$ cat config.mk
export PLATFORM = sky130hd
export DESIGN_NAME = life_array_sequencer
export DESIGN_NICKNAME = d
export VERILOG_FILES = /design/src/rtl/life_pkg.sv /design/src/rtl/life_array_sequencer.sv
export SDC_FILE = /design/constraint.sdc
export NUM_CORES = 1
export LEC_CHECK = 0
export CAP_MARGIN = 0
export CORE_MARGIN = 4
export CORE_UTILIZATION = 66
export CTS_BUF_LIST = sky130_fd_sc_hd__clkbuf_4 sky130_fd_sc_hd__clkbuf_8
export CTS_CLUSTER_DIAMETER = 30
export DETAILED_ROUTE_END_ITERATION = 10
export DONT_BUFFER_PORTS = 1
export GPL_ROUTABILITY_DRIVEN = 0
export GPL_TIMING_DRIVEN = 0
export PLACE_DENSITY = 0.88
export SKIP_LAST_GASP = 1
export SYNTH_ARGS = -nofsm -noshare
export SYNTH_HDL_FRONTEND = slang
export SYNTH_SLANG_ARGS = --single-unit
export TNS_END_PERCENT = 5
$ cat constraint.sdc
create_clock -name clk -period 1.8 [get_ports clk]
set_input_delay 0.09 -clock clk [delete_from_list [all_inputs] [get_ports clk]]
set_output_delay 0.09 -clock clk [all_outputs]
set_load 0.02 [all_outputs]
$ cat src/rtl/life_pkg.sv
// Shared definitions for the life array sequencer.
//
// Holds the default array geometry (ROWS), the generation counter width
// (GEN_W) and the sequencer state encoding, so that the sequencer and anything
// that talks to it agree on these.
package life_pkg;

  localparam int ROWS  = 16;
  localparam int GEN_W = 8;

  typedef enum logic [2:0] {
    IDLE,
    LOAD,
    RUN,
    DUMP,
    DONE
  } state_e;

endpackage

$ cat src/rtl/life_array_sequencer.sv
// Life array sequencer.
//
// Drives an external Game-of-Life cell array through one load-run-dump
// sequence per accepted cmd_start:
//   LOAD : stream ROWS rows from the host into the array (valid/ready).
//   RUN  : pulse arr_step once per requested generation.
//   DUMP : stream every row (current and previous generation) back to the
//          host (valid/ready).
//   DONE : one-cycle completion pulse.
//
// Ports:
//   clk, reset                : clock, asynchronous active-high reset
//   cmd_start, gen_count      : start request and generation count
//   load_data/valid/ready     : host -> array row stream
//   dump_data/prev/row/valid/ready : array -> host row stream
//   busy, done                : sequence status
//   arr_vali, arr_vali_selector, arr_write_enb : array write port
//   arr_step                  : array generation advance
//   arr_valo_selector, arr_valo, arr_valo_prev : array read port
module life_array_sequencer #(
  parameter int ROWS  = life_pkg::ROWS,
  parameter int GEN_W = life_pkg::GEN_W
) (
  input  logic             clk,
  input  logic             reset,
  input  logic             cmd_start,
  input  logic [GEN_W-1:0] gen_count,
  input  logic [15:0]      load_data,
  input  logic             load_valid,
  output logic             load_ready,
  output logic [15:0]      dump_data,
  output logic [15:0]      dump_prev,
  output logic [3:0]       dump_row,
  output logic             dump_valid,
  input  logic             dump_ready,
  output logic             busy,
  output logic             done,
  output logic [15:0]      arr_vali,
  output logic [3:0]       arr_vali_selector,
  output logic             arr_write_enb,
  output logic             arr_step,
  output logic [3:0]       arr_valo_selector,
  input  logic [15:0]      arr_valo,
  input  logic [15:0]      arr_valo_prev
);

  localparam logic [3:0]       LAST_ROW = 4'(ROWS - 1);
  localparam logic [GEN_W-1:0] GEN_ZERO = '0;
  localparam logic [GEN_W-1:0] GEN_ONE  = GEN_W'(1);

  life_pkg::state_e  state;
  logic [3:0]        row_cnt;
  logic [GEN_W-1:0]  gen_cnt;

  // Sequencer state, row counter and remaining-generation counter.
  // In RUN, gen_cnt holds the number of steps still to issue including the
  // current cycle, so the last step is the cycle where it reads one.
  always_ff @(posedge clk or posedge reset) begin
    if (reset) begin
      state   <= life_pkg::IDLE;
      row_cnt <= '0;
      gen_cnt <= '0;
    end else begin
      case (state)
        life_pkg::IDLE: begin
          if (cmd_start) begin
            state   <= life_pkg::LOAD;
            row_cnt <= '0;
            gen_cnt <= gen_count;
          end
        end
        life_pkg::LOAD: begin
          if (load_valid) begin
            if (row_cnt == LAST_ROW) begin
              row_cnt <= '0;
              state   <= (gen_cnt == GEN_ZERO) ? life_pkg::DUMP : life_pkg::RUN;
            end else begin
              row_cnt <= row_cnt + 4'd1;
            end
          end
        end
        life_pkg::RUN: begin
          if (gen_cnt == GEN_ONE) begin
            state   <= life_pkg::DUMP;
            row_cnt <= '0;
            gen_cnt <= '0;
          end else begin
            gen_cnt <= gen_cnt - GEN_ONE;
          end
        end
        life_pkg::DUMP: begin
          if (dump_ready) begin
            if (row_cnt == LAST_ROW) begin
              row_cnt <= '0;
              state   <= life_pkg::DONE;
            end else begin
              row_cnt <= row_cnt + 4'd1;
            end
          end
        end
        life_pkg::DONE: begin
          state <= life_pkg::IDLE;
        end
        default: begin
          state   <= life_pkg::IDLE;
          row_cnt <= '0;
          gen_cnt <= '0;
        end
      endcase
    end
  end

  // Port outputs decode from the registered state and row counter; the
  // array and host handshakes pass straight through so rows move at one per
  // cycle without an extra pipeline stage.
  always_comb begin
    load_ready        = 1'b0;
    arr_write_enb     = 1'b0;
    arr_vali          = '0;
    arr_vali_selector = '0;
    arr_step          = 1'b0;
    dump_valid        = 1'b0;
    dump_row          = '0;
    dump_data         = '0;
    dump_prev         = '0;
    arr_valo_selector = '0;
    busy              = (state != life_pkg::IDLE);
    done              = (state == life_pkg::DONE);
    case (state)
      life_pkg::LOAD: begin
        load_ready        = 1'b1;
        arr_write_enb     = load_valid;
        arr_vali          = load_data;
        arr_vali_selector = row_cnt;
      end
      life_pkg::RUN: begin
        arr_step = 1'b1;
      end
      life_pkg::DUMP: begin
        dump_valid        = 1'b1;
        dump_row          = row_cnt;
        arr_valo_selector = row_cnt;
        dump_data         = arr_valo;
        dump_prev         = arr_valo_prev;
      end
      default: begin
      end
    endcase
  end

endmodule

Yosys cells after proc, flatten, opt, wreduce, memory -nomap -nowiden
Index checks and enable logic that the tools add are counted.
{"block": "totals", "ram_bits": 0, "n_memories": 0, "elab_cells": 52, "output_inout_bits": 66, "latch_bits": 0, "mem_bits_ro": 0, "ff_bits": 15}
{"block": "op_classes", "magnitude_cmp": 0, "multipliers": 0, "bitwise_logic": 2, "eq_ne": 12, "n_div": 0, "n_reduce_logical": 7, "addsub": 2, "n_shift": 0, "mux": 26}
{"operator": "$mux W16", "count": 3}
{"operator": "$mux W4", "count": 7}
{"operator": "$pmux W8 S3", "count": 1}
{"operator": "$pmux W4 S5", "count": 1}
{"operator": "$mux W3", "count": 6}
{"operator": "$mux W8", "count": 2}
{"operator": "$ne A2 B2 Y1 const B", "count": 6}
{"operator": "$pmux W3 S4", "count": 1}
{"operator": "$eq A8 B1 Y1 const B", "count": 1}
{"operator": "$logic_not A8 Y1", "count": 1}
{"operator": "$sub A8 B1 Y8 const B", "count": 1}
{"operator": "$eq A3 B2 Y1 const B", "count": 2}
{"operator": "$reduce_and A6 Y1", "count": 1}
{"operator": "$mux W1", "count": 5}
{"operator": "$reduce_and A5 Y1", "count": 1}
{"operator": "$add A4 B1 Y4 const B", "count": 1}
{"operator": "$eq A4 B4 Y1 const B", "count": 1}
{"operator": "$eq A3 B1 Y1 const B", "count": 1}
{"operator": "$eq A3 B3 Y1 const B", "count": 1}
{"operator": "$logic_not A3 Y1", "count": 1}
{"operator": "$reduce_bool A3 Y1", "count": 1}
{"operator": "$reduce_or A3 Y1", "count": 1}
{"operator": "$not A1 Y1", "count": 2}
{"operator": "$reduce_and A2 Y1", "count": 1}

Longest topological paths before layout
Gate-level depths: netlist of run 1.
{"block": "depth", "word_depth": 5, "ltp_mapped": 6, "ltp_nobuf": 6}

Worst setup path before layout of run 1
OpenSTA, ideal clock, no wires.
{"block": "synth_path", "path_type": "reg-to-reg", "startpoint": "register gen_cnt[1]", "endpoint": "register row_cnt[0]", "setup_slack_ns": 0.206, "required_ns": 1.675, "path_buffers": 0, "arrival_time_ns": 1.469, "stages_incl_launch_ff": 7, "cell_sequence": "dfrtp_1 > inv_1 > ha_1 > nor4b_4 > a21oi_4 > nor2_2 > mux2_4"}
{"block": "synth_via", "elab_chain_len": 3}
{"element": "start: declaration", "line": "life_array_sequencer.sv:53", "text": "logic [GEN_W-1:0] gen_cnt;"}
{"element": "start signal: assignment", "line": "life_array_sequencer.sv:69", "text": "gen_cnt <= gen_count;"}
{"element": "start signal: assignment", "line": "life_array_sequencer.sv:88", "text": "gen_cnt <= gen_cnt - GEN_ONE;"}
{"element": "$eq A8 B1 Y1", "line": "life_array_sequencer.sv:83", "text": "if (gen_cnt == GEN_ONE) begin"}
{"element": "$ne A2 B2 Y1 (no line)"}
{"element": "$reduce_and A5 Y1 (no line)"}
{"element": "end signal: assignment", "line": "life_array_sequencer.sv:78", "text": "row_cnt <= row_cnt + 4'd1;"}
{"element": "end signal: assignment", "line": "life_array_sequencer.sv:97", "text": "row_cnt <= row_cnt + 4'd1;"}
{"element": "end: declaration", "line": "life_array_sequencer.sv:52", "text": "logic [3:0] row_cnt;"}
Every way passes these cells.
A chain may end at the register's enable or synchronous reset.

Worst setup path in the final report of run 1
Same ends and word-level chain as after synthesis.

==> results of run 1 <==
-- state kept, by name, indices dropped and copies added (netlist names) --
name,count
state,3
row_cnt,4
gen_cnt,8
-- worst register-to-register path: cells and delay by family (launching register included) --
| family | cells | cell delay (ns) |
|---|---|---|
| buffers and inverters | 1 | 0.14 |
| flip-flops | 1 | 0.42 |
| AO/OA/AOI/OAI | 1 | 0.16 |
| AND/OR/NAND/NOR | 2 | 0.52 |
| multiplexers | 1 | 0.32 |
| adder cells (fa/ha/maj) | 1 | 0.17 |
-- cell families (layout without fill, tap and decap cells) --
group	Yosys count	after routing	share of synthesized area
and+or+nand+nor	95	95	0.389
buffers and inverters	27	36	0.0860
muxes	2	2	0.0179
DFF	15	15	0.255
xor gates and xnor gates	2	2	0.0119
AOI/OAI and AO/OA	39	39	0.206
adders and majority gates	4	4	0.0340
-- final cells by class --
type | instances | area, um^2
sequential | 15 | 375
tap | 27 | 33.8
inverter | 9 | 33.8
fill | 137 | 410
multi-input combinational | 142 | 1010
clock buffer | 4 | 30.0
buffer | 18 | 108
timing repair buffer | 5 | 45.0
-- cells in the final DEF (no fill, tap or decap), types with 3 or more instances in the layout --
| cell type | n |
|---|---|
| clkbuf_1 | 5 |
| o221ai_1 | 3 |
| nand2_1 | 7 |
| buf_2 | 3 |
| o22ai_1 | 3 |
| ha_1 | 4 |
| nor3_1 | 3 |
| and3_1 | 23 |
| dlygate4sd3_1 | 3 |
| nor3_2 | 3 |
| dfrtp_1 | 15 |
| and2_1 | 22 |
| nor2_1 | 11 |
| inv_1 | 9 |
| and3_2 | 12 |
| clkbuf_4 | 6 |
| buf_4 | 7 |
| o21ai_0 | 5 |
| a21oi_1 | 3 |
| a32oi_1 | 7 |
-- per-layer routing --
layer,part of all wire,track usage
met4,0.028,0.121
met2,0.53,0.516
met3,0.094,0.0402
met5,0,0
met1,0.35,0.362
-- power groups by stage --
stage	clock network [mW]	registers [mW]	logic [mW]
2_1_floorplan	0	0.604	1.93
3_3_place_gp	0	0.639	2.17
3_5_place_dp	0	0.652	2.23
4_1_cts	0.211	0.653	2.30
5_1_grt	0.223	0.680	2.57
6_report	0.211	0.664	2.37
-- repair_timing --
action	CTS	global route
buffers inserted	0	2
endpoints found under the hold margin	17	0
hold buffers	3	0
pin swaps	0	0
endpoints found under the setup margin	55	66
resized for setup	21	13
-- worst min-delay path by stage --
stage / endpoint / cells past startpoint / slack (ns)
2_1_floorplan: gen_cnt[0]$_DFFE_PP0P_ / 1 / -0.009
3_3_place_gp: gen_cnt[2]$_DFFE_PP0P_ / 1 / 0.06
3_5_place_dp: gen_cnt[2]$_DFFE_PP0P_ / 1 / 0.06
4_1_cts: gen_cnt[1]$_DFFE_PP0P_ / 2 / 0.003
5_1_grt: gen_cnt[1]$_DFFE_PP0P_ / 2 / 0.03
6_report: gen_cnt[1]$_DFFE_PP0P_ / 2 / 0.01
-- through the flow --
stage	worst slack [ns]	total power, mW
final	-0.0354	3.25
after global routing	-0.124	3.47
after CTS	-0.0839	3.17
after detailed placement	-0.0484	2.88
after global placement	-0.0196	2.81
after floorplan	0.206	2.53
==> impl_metrics.ini, run 1 <==
[sta]
hold_viol_final = 0
drv_slew = 0
final.period_utilization = 1.02
rsz0062_at_grt = true
skew_ns = 0.00415
setup-tns-final_ns = -0.136
fmax_mhz = 545
relSlewSlack = 0.578
post-route-min-period_ns = 1.84
setup_ws_ns = -0.0354
worst_hold_slack_ns = 0.0104
setup_viol = 11
tightestPinTransition_ns = 0.628

[final_layout]
fin_util = 0.799
antenna_cells = 0
fin_nets = 259
final_cells = 220
final_layout_size_suffix_gt1_frac = 0.233
syn_to_final_growth_pct = 11.0
final_area_um2 = 1630

[worst_setup_path]
path_depth = 6
r2r-start = gen_cnt[1]$_DFFE_PP0P_
cp_max_fo = 9
worstSetupStartpoint = gen_cnt[1]$_DFFE_PP0P_
cp.required_ns = 1.97
worst-path-buf-inv = 1
critPathCapture = row_cnt[0]$_DFFE_PP0P_
crit_family = simple AND/OR/NAND/NOR gates
rr_endpoint = row_cnt[0]$_DFFE_PP0P_
cp_cell_sequence = inv_1 > ha_1 > nor4b_4 > a21oi_4 > nor2_2 > mux2_4
critPathLaunchType = flip-flop
reg2regPathDepth = 6
path_class = flip-flop to flip-flop
crit_arrival_ns = 2.01
cp-end-kind = flip-flop
r2r_slack_ns = -0.04
crit_slowest_cell = dfrtp_1
critical_path.max_stage_delay_ns = 0.42

[cts]
cts_tree = yes
clockRootBuffer = clkbuf_4
path_clk_slew_ns = 0.09
numCtsBuffers = 3
numClockSinks = 15
clk_latency_ns = 0.28
clock_path_buffers = 2
htreeDepth = 1

[synthesis]
ys_warn_count = 0
yosysTopAreaCell = dfrtp_1
ys_top_cells_by_area = dfrtp_1 (26%), and3_1 (16%), and2_1 (9.4%)
synth_top_cell_area_share = 0.255
synth_edf_count = 0
yosysSeqAreaShare = 0.255
syn_nets = 249
synth_most_common_cell = and3_1
avgSynthCellArea_um2 = 7.99
synth_ff_type = dfrtp_1
yosys-top-cells-count = and3_1 (37), and2_1 (22), dfrtp_1 (15)
ys_ff_latch = 15
ys_types = 46
syn_area_um2 = 1470
async_reset_ff_frac = 1.00
synthCells = 184

[floorplanning]
core_area_um2 = 2040
die_h_um = 55.2
die_area_um2 = 3050
ios = 127
start_util = 0.720
die_w_um = 55.2
rows = 16

[route]
vias = 1530
drc = 0
drtPass1Iterations = 4
drt_wl_total_um = 4610
avgViaCountPerCell = 6.95
ant_nets = 0
drt_iter0_markers = 54
wl_per_cell_um = 21.0

[grt]
gr-total-overflow = 0
grt_pass1_vias = 1410
grt_usage = 0.295
grt_max_degree = 16
antenna_found_initial = 0
grt_pass1_wl_um = 6470

[worst_hold_path]
hp-class = input port to flip-flop
hp-start = gen_count[1]

[power_and_ir_drop]
pwr-share-comb = 0.731
p_sw_mw = 1.92
powerDensity_nw_per_um2 = 1990
intPower_mw = 1.33
seq_power_share = 0.204
p_clk_frac = 0.065
p_sw_frac = 0.590
peakVddDrop_v = 0.00130
p_leak_nw = 0.796

[outcome]
violations = setup timing
status = finished with violations

[placed_design]
place_hpwl_um = 3510
placement.cell_area_um2 = 1500
dp.cells = 211
io_buffers = 0

[run]
max-cap-violations = 0
Power figures use the tool's default switching activity.
==> inputs of run 2 (changes only) <==
--- a/config.mk
+++ b/config.mk
@@ -14,6 +14,7 @@
 export DONT_BUFFER_PORTS = 1
 export GPL_ROUTABILITY_DRIVEN = 0
 export GPL_TIMING_DRIVEN = 0
+export MAX_ROUTING_LAYER = met4
 export PLACE_DENSITY = 0.88
 export SKIP_LAST_GASP = 1
 export SYNTH_ARGS = -nofsm -noshare
==> run 2 against run 1 <==
  * The flow finishes with violations (hold timing, setup timing)
  * Count of clock-buffer cells in the layout unchanged
  * Clock power about the same
  * Sequential share of layout area stayed put
  * Die area unchanged
  * Wire length down 0.37%
  * Sequential power fell by 0.6%
  * Register-to-register slack about the same
  * Worst hold slack worse by 0.011 ns
  * Critical endpoint is now row_cnt[2]$_DFFE_PP0P_
==> impl_metrics.ini, run 2 (synthesis gave the netlist of run 1 again) <==
[floorplanning]
start_util = 0.720
die_w_um = 55.2
die_area_um2 = 3050
core_area_um2 = 2040
ios = 127
rows = 16
die_h_um = 55.2

[final_layout]
final_cell_mix = and3_1 (23), and2_1 (22), dfrtp_1 (15)
syn_to_final_growth_pct = 11.0
top_regs = gen_cnt x8, row_cnt x4, state x3
fin_util = 0.799
largest_register = gen_cnt
final_layout_size_suffix_gt1_frac = 0.233
fin_nets = 259
largest_reg_flops = 8
antenna_cells = 0
final_common_cell = and3_1
fillers = 137

[sta]
rsz0062_at_grt = true
post-route-min-period_ns = 1.83
drv_slew = 0
relSlewSlack = 0.574
tightestPinTransition_ns = 0.636
hold_viol_final = 1
skew_ns = 0.00513
worst_hold_slack_ns = -0.000189
final.period_utilization = 1.02
fmax_mhz = 546
setup_ws_ns = -0.0328
setup_viol = 2

[grt]
gr-total-overflow = 0
antenna_found_initial = 0
grt_max_degree = 16
grt_pass1_wl_um = 6470
grt_pass1_vias = 1413
grt_usage = 0.303

[worst_setup_path]
critPathLaunchType = flip-flop
cp_max_fo = 9
path_class = flip-flop to flip-flop
cp.required_ns = 1.96
cp_cell_sequence = inv_1 > ha_1 > nor4b_4 > a21oi_4 > o31ai_1 > o41ai_2
critical_path.max_stage_delay_ns = 0.42
cp-end-kind = flip-flop
crit_arrival_ns = 1.99
crit_slowest_cell = dfrtp_1

[power_and_ir_drop]
powerDensity_nw_per_um2 = 1990
peakVddDrop_v = 0.00129
p_leak_nw = 0.796
total_power_mw = 3.24

[cts]
numClockSinks = 15
path_clk_slew_ns = 0.09
cts_tree = yes
clockRootBuffer = clkbuf_4
htreeDepth = 1
numCtsBuffers = 3
clock_path_buffers = 2
clk_latency_ns = 0.29

[placed_design]
io_buffers = 0
place_hpwl_um = 3510

[route]
drt_wl_total_um = 4600
vias = 1530
drtPass1Iterations = 4
ant_nets = 0
wl_per_cell_um = 20.9
drt_iter0_markers = 68
drc = 0
avgViaCountPerCell = 6.95

[worst_hold_path]
hp-class = input port to flip-flop

[outcome]
violations = hold timing, setup timing
status = finished with violations

[run]
max-cap-violations = 0
-- run 2: cell counts in the layout (fill, tap and decap cells not counted) --
Identical to the previous run, type by type.
-- run 2: worst paths after layout --
path | start | endpoint | slack (ns) | cells past startpoint
max in group asynchronous | reset | state[0]$_DFFE_PP0P_ | 1.11 | 2
min reg2reg | row_cnt[3]$_DFFE_PP0P_ | row_cnt[3]$_DFFE_PP0P_ | 0.60 | 2
min | gen_count[1] | gen_cnt[1]$_DFFE_PP0P_ | -0.0002 | 2
max reg2reg | gen_cnt[1]$_DFFE_PP0P_ | row_cnt[2]$_DFFE_PP0P_ | -0.03 | 6
max | gen_cnt[1]$_DFFE_PP0P_ | row_cnt[2]$_DFFE_PP0P_ | -0.03 | 6
min in group asynchronous | reset | gen_cnt[3]$_DFFE_PP0P_ | 0.31 | 2
-- run 2: final cells by class --
class                           instances  area (um^2)  share of cell area
Buffer                                 18          108              0.0660
Clock buffer                            4         30.0              0.0184
Multi-Input combinational cell        142         1010               0.617
Sequential cell                        15          375               0.230
Timing Repair Buffer                    5         45.0              0.0276
Inverter                                9         33.8              0.0207
Tap cell                               27         33.8              0.0207
-- run 2: what timing repair did --
item	CTS	global route
resized for setup	21	13
hold buffers	3	0
buffers inserted	0	2
hold endpoints to repair	17	0
endpoints found under the setup margin	55	66
-- run 2: report_power, final --
group / switching (mW) / internal, mW
combinational: 1.60 / 0.763
sequential: 0.191 / 0.468
clock: 0.111 / 0.101
total: 1.91 / 1.33
-- run 2: critical path: cells and delay by family, from the launching register on --
family	cells	cell delay (ns)
buffers and inverters	1	0.14
and+or+nand+nor	1	0.32
adders and majority gates	1	0.17
DFF	1	0.42
AOI/OAI and AO/OA	3	0.66
-- run 2: routing by layer --
layer	GRT usage	up-vias	wire length, um
li1	-	682	-
met1	0.367	712	1640
met2	0.512	121	2430
met3	0.0349	15	405
met4	0.126	0	116
met5	-	-	0
-- run 2: metrics by stage --
step	cell area, um^2	setup WS, ns	instances	setup TNS [ns]	hold WS (ns)
after global routing	1630	-0.124	220	-2.04	0.0312
after floorplan	1470	0.206	184	0	-0.00852
after detailed placement	1500	-0.0484	211	-0.384	0.0584
final	1630	-0.0328	220	-0.0573	-0.000189
after global placement	1500	-0.0196	211	-0.135	0.0627
after CTS	1600	-0.0839	218	-1.01	0.00330
==> inputs of run 3 (changes only) <==
--- a/config.mk
+++ b/config.mk
@@ -7,7 +7,7 @@
 export LEC_CHECK = 0
 export CAP_MARGIN = 0
 export CORE_MARGIN = 4
-export CORE_UTILIZATION = 66
+export CORE_UTILIZATION = 59
 export CTS_BUF_LIST = sky130_fd_sc_hd__clkbuf_4 sky130_fd_sc_hd__clkbuf_8
 export CTS_CLUSTER_DIAMETER = 30
 export DETAILED_ROUTE_END_ITERATION = 10
@@ -15,7 +15,7 @@
 export GPL_ROUTABILITY_DRIVEN = 0
 export GPL_TIMING_DRIVEN = 0
 export MAX_ROUTING_LAYER = met4
-export PLACE_DENSITY = 0.88
+export PLACE_DENSITY = 0.84
 export SKIP_LAST_GASP = 1
 export SYNTH_ARGS = -nofsm -noshare
 export SYNTH_HDL_FRONTEND = slang
==> constraint.sdc (replaced) <==
create_clock -name clk -period 1.55 [get_ports clk]
set_input_delay 0.0775 -clock clk [delete_from_list [all_inputs] [get_ports clk]]
set_output_delay 0.0775 -clock clk [all_outputs]
set_load 0.02 [all_outputs]
==> run 3 against run 2 <==
  * The run ends with setup timing left
  * Worst hold slack improved by 0.029 ns
  * Non-clock buffer count increased by 21
  * Combinational power increased by 66%
  * Sequential cell count unchanged
  * Sequential share of layout area decreased by 5.0 points
  * Via count increased by 20%
  * Total power increased by 54%
  * First-iteration DRC count increased to 3.2 times the previous value
  * Core utilization increased by 11 points
  * Critical path type unchanged
  * Highest routed layer unchanged
==> impl_metrics.ini, run 3 (synthesis gave the netlist of run 1 again) <==
[cts]
cts_tree = yes
htreeDepth = 1
clock_path_buffers = 2
clockRootBuffer = clkbuf_4
path_clk_slew_ns = 0.09
clk_latency_ns = 0.30
numCtsBuffers = 3
numClockSinks = 15

[sta]
final.period_utilization = 1.15
relSlewSlack = 0.533
rsz0062_at_grt = true
tightestPinTransition_ns = 0.696
drv_slew = 0
hold_viol_final = 0
skew_ns = 0.00554
setup_ws_ns = -0.230
fmax_mhz = 562
post-route-min-period_ns = 1.78
setup_viol = 79

[final_layout]
final_layout_size_suffix_gt1_frac = 0.561
final_common_cell = buf_4
fin_nets = 280
final_cell_mix = buf_4 (20), and3_2 (19), and2_4 (19)
largest_register = gen_cnt
final_area_um2 = 2090
top_regs = gen_cnt x8, row_cnt x4, state x3
syn_to_final_growth_pct = 42.5
fin_util = 0.912
antenna_cells = 0
largest_reg_flops = 8

[grt]
grt_max_degree = 16
grt_pass1_vias = 1683
gr-total-overflow = 0
grt_pass1_wl_um = 8740
antenna_found_initial = 0
grt_usage = 0.347

[route]
drtPass1Iterations = 5
avgViaCountPerCell = 7.56
drc = 0
vias = 1829
wl_per_cell_um = 27.5
ant_nets = 0
drt_wl_total_um = 6660
drt_iter0_markers = 219

[worst_setup_path]
rr_endpoint = gen_cnt[6]$_DFFE_PP0P_
cp.required_ns = 1.75
worstSetupStartpoint = state[0]$_DFFE_PP0P_
critPathCapture = gen_cnt[6]$_DFFE_PP0P_
crit_family = simple AND/OR/NAND/NOR gates
crit_slowest_cell = nor3_1
cp_max_fo = 6
path_depth = 5
worst-path-buf-inv = 2
cp_cell_sequence = buf_6 > buf_4 > nor3_1 > nand2_1 > o221ai_1
reg2regPathDepth = 5
critPathLaunchType = flip-flop
critical_path.max_stage_delay_ns = 0.59
cp-end-kind = flip-flop
r2r_slack_ns = -0.23
path_class = flip-flop to flip-flop
crit_arrival_ns = 1.98
r2r-start = state[0]$_DFFE_PP0P_

[floorplanning]
ios = 127
die_w_um = 57.9
core_area_um2 = 2300
rows = 17
start_util = 0.640
die_h_um = 57.9
die_area_um2 = 3350

[placed_design]
io_buffers = 0
placement.cell_area_um2 = 1510
place_hpwl_um = 3540

[outcome]
violations = setup timing
status = finished with violations

[run]
max-cap-violations = 0

[power_and_ir_drop]
powerDensity_nw_per_um2 = 2390
peakVddDrop_v = 0.00201
p_leak_nw = 0.966

[worst_hold_path]
hp-class = input port to flip-flop
run 3: stage by stage:
step / instances / setup slack (ns) / power (mW) / hold WS [ns] / setup TNS, ns
4_1_cts: 237 / -0.0898 / 4.48 / 0.000141 / -2.52
5_1_grt: 242 / -0.256 / 5.21 / 0.0299 / -12.70
2_1_floorplan: 184 / -0.0166 / 2.94 / -0.0210 / -0.0166
3_3_place_gp: 212 / -0.255 / 3.28 / 0.0533 / -6.49
3_5_place_dp: 212 / -0.288 / 3.35 / 0.0561 / -7.84
6_report: 242 / -0.230 / 5.00 / 0.0292 / -10.21
run 3: what timing repair did:
action / in CTS / in global routing
buffers inserted: 15 / 6
hold endpoints to repair: 17 / 0
setup endpoints to repair: 76 / 78
gates resized for setup: 125 / 17
gates cloned: 3 / 0
pin swaps: 8 / 4
hold buffers: 3 / 0
run 3: how the worst min path moves through the flow:
stage	from	end	slack (ns)	depth (start not counted)
6_report	gen_count[3]	gen_cnt[3]$_DFFE_PP0P_	0.03	2
5_1_grt	gen_count[3]	gen_cnt[3]$_DFFE_PP0P_	0.03	2
3_3_place_gp	reset	gen_cnt[3]$_DFFE_PP0P_	0.05	1
3_5_place_dp	reset	gen_cnt[3]$_DFFE_PP0P_	0.06	1
4_1_cts	gen_count[1]	gen_cnt[1]$_DFFE_PP0P_	0.0001	2
2_1_floorplan	reset	gen_cnt[0]$_DFFE_PP0P_	-0.02	1
run 3: where the power goes:
| part | leakage [nW] | total, mW | switching (mW) | internal [mW] |
|---|---|---|---|---|
| Sequential | 0.186 | 0.802 | 0.256 | 0.546 |
| Clock | 0.0184 | 0.250 | 0.132 | 0.118 |
| Combinational | 0.762 | 3.94 | 2.33 | 1.61 |
run 3: layout make-up:
cell class | count | area [um^2]
Multi-Input combinational cell | 142 | 1220
Sequential cell | 15 | 378
Timing Repair Buffer | 27 | 230
Fill cell | 81 | 203
Buffer | 17 | 164
Tap cell | 28 | 35.0
Inverter | 9 | 33.8
Clock buffer | 4 | 30.0
run 3: metal layers:
layer  track usage  part of all wire  vias to the layer above
li1              -                 -                      725
met1         0.392              0.34                      844
met2         0.606              0.49                      215
met3        0.0869              0.12                       45
met4        0.0960             0.057                        0
met5             -                 0                        -
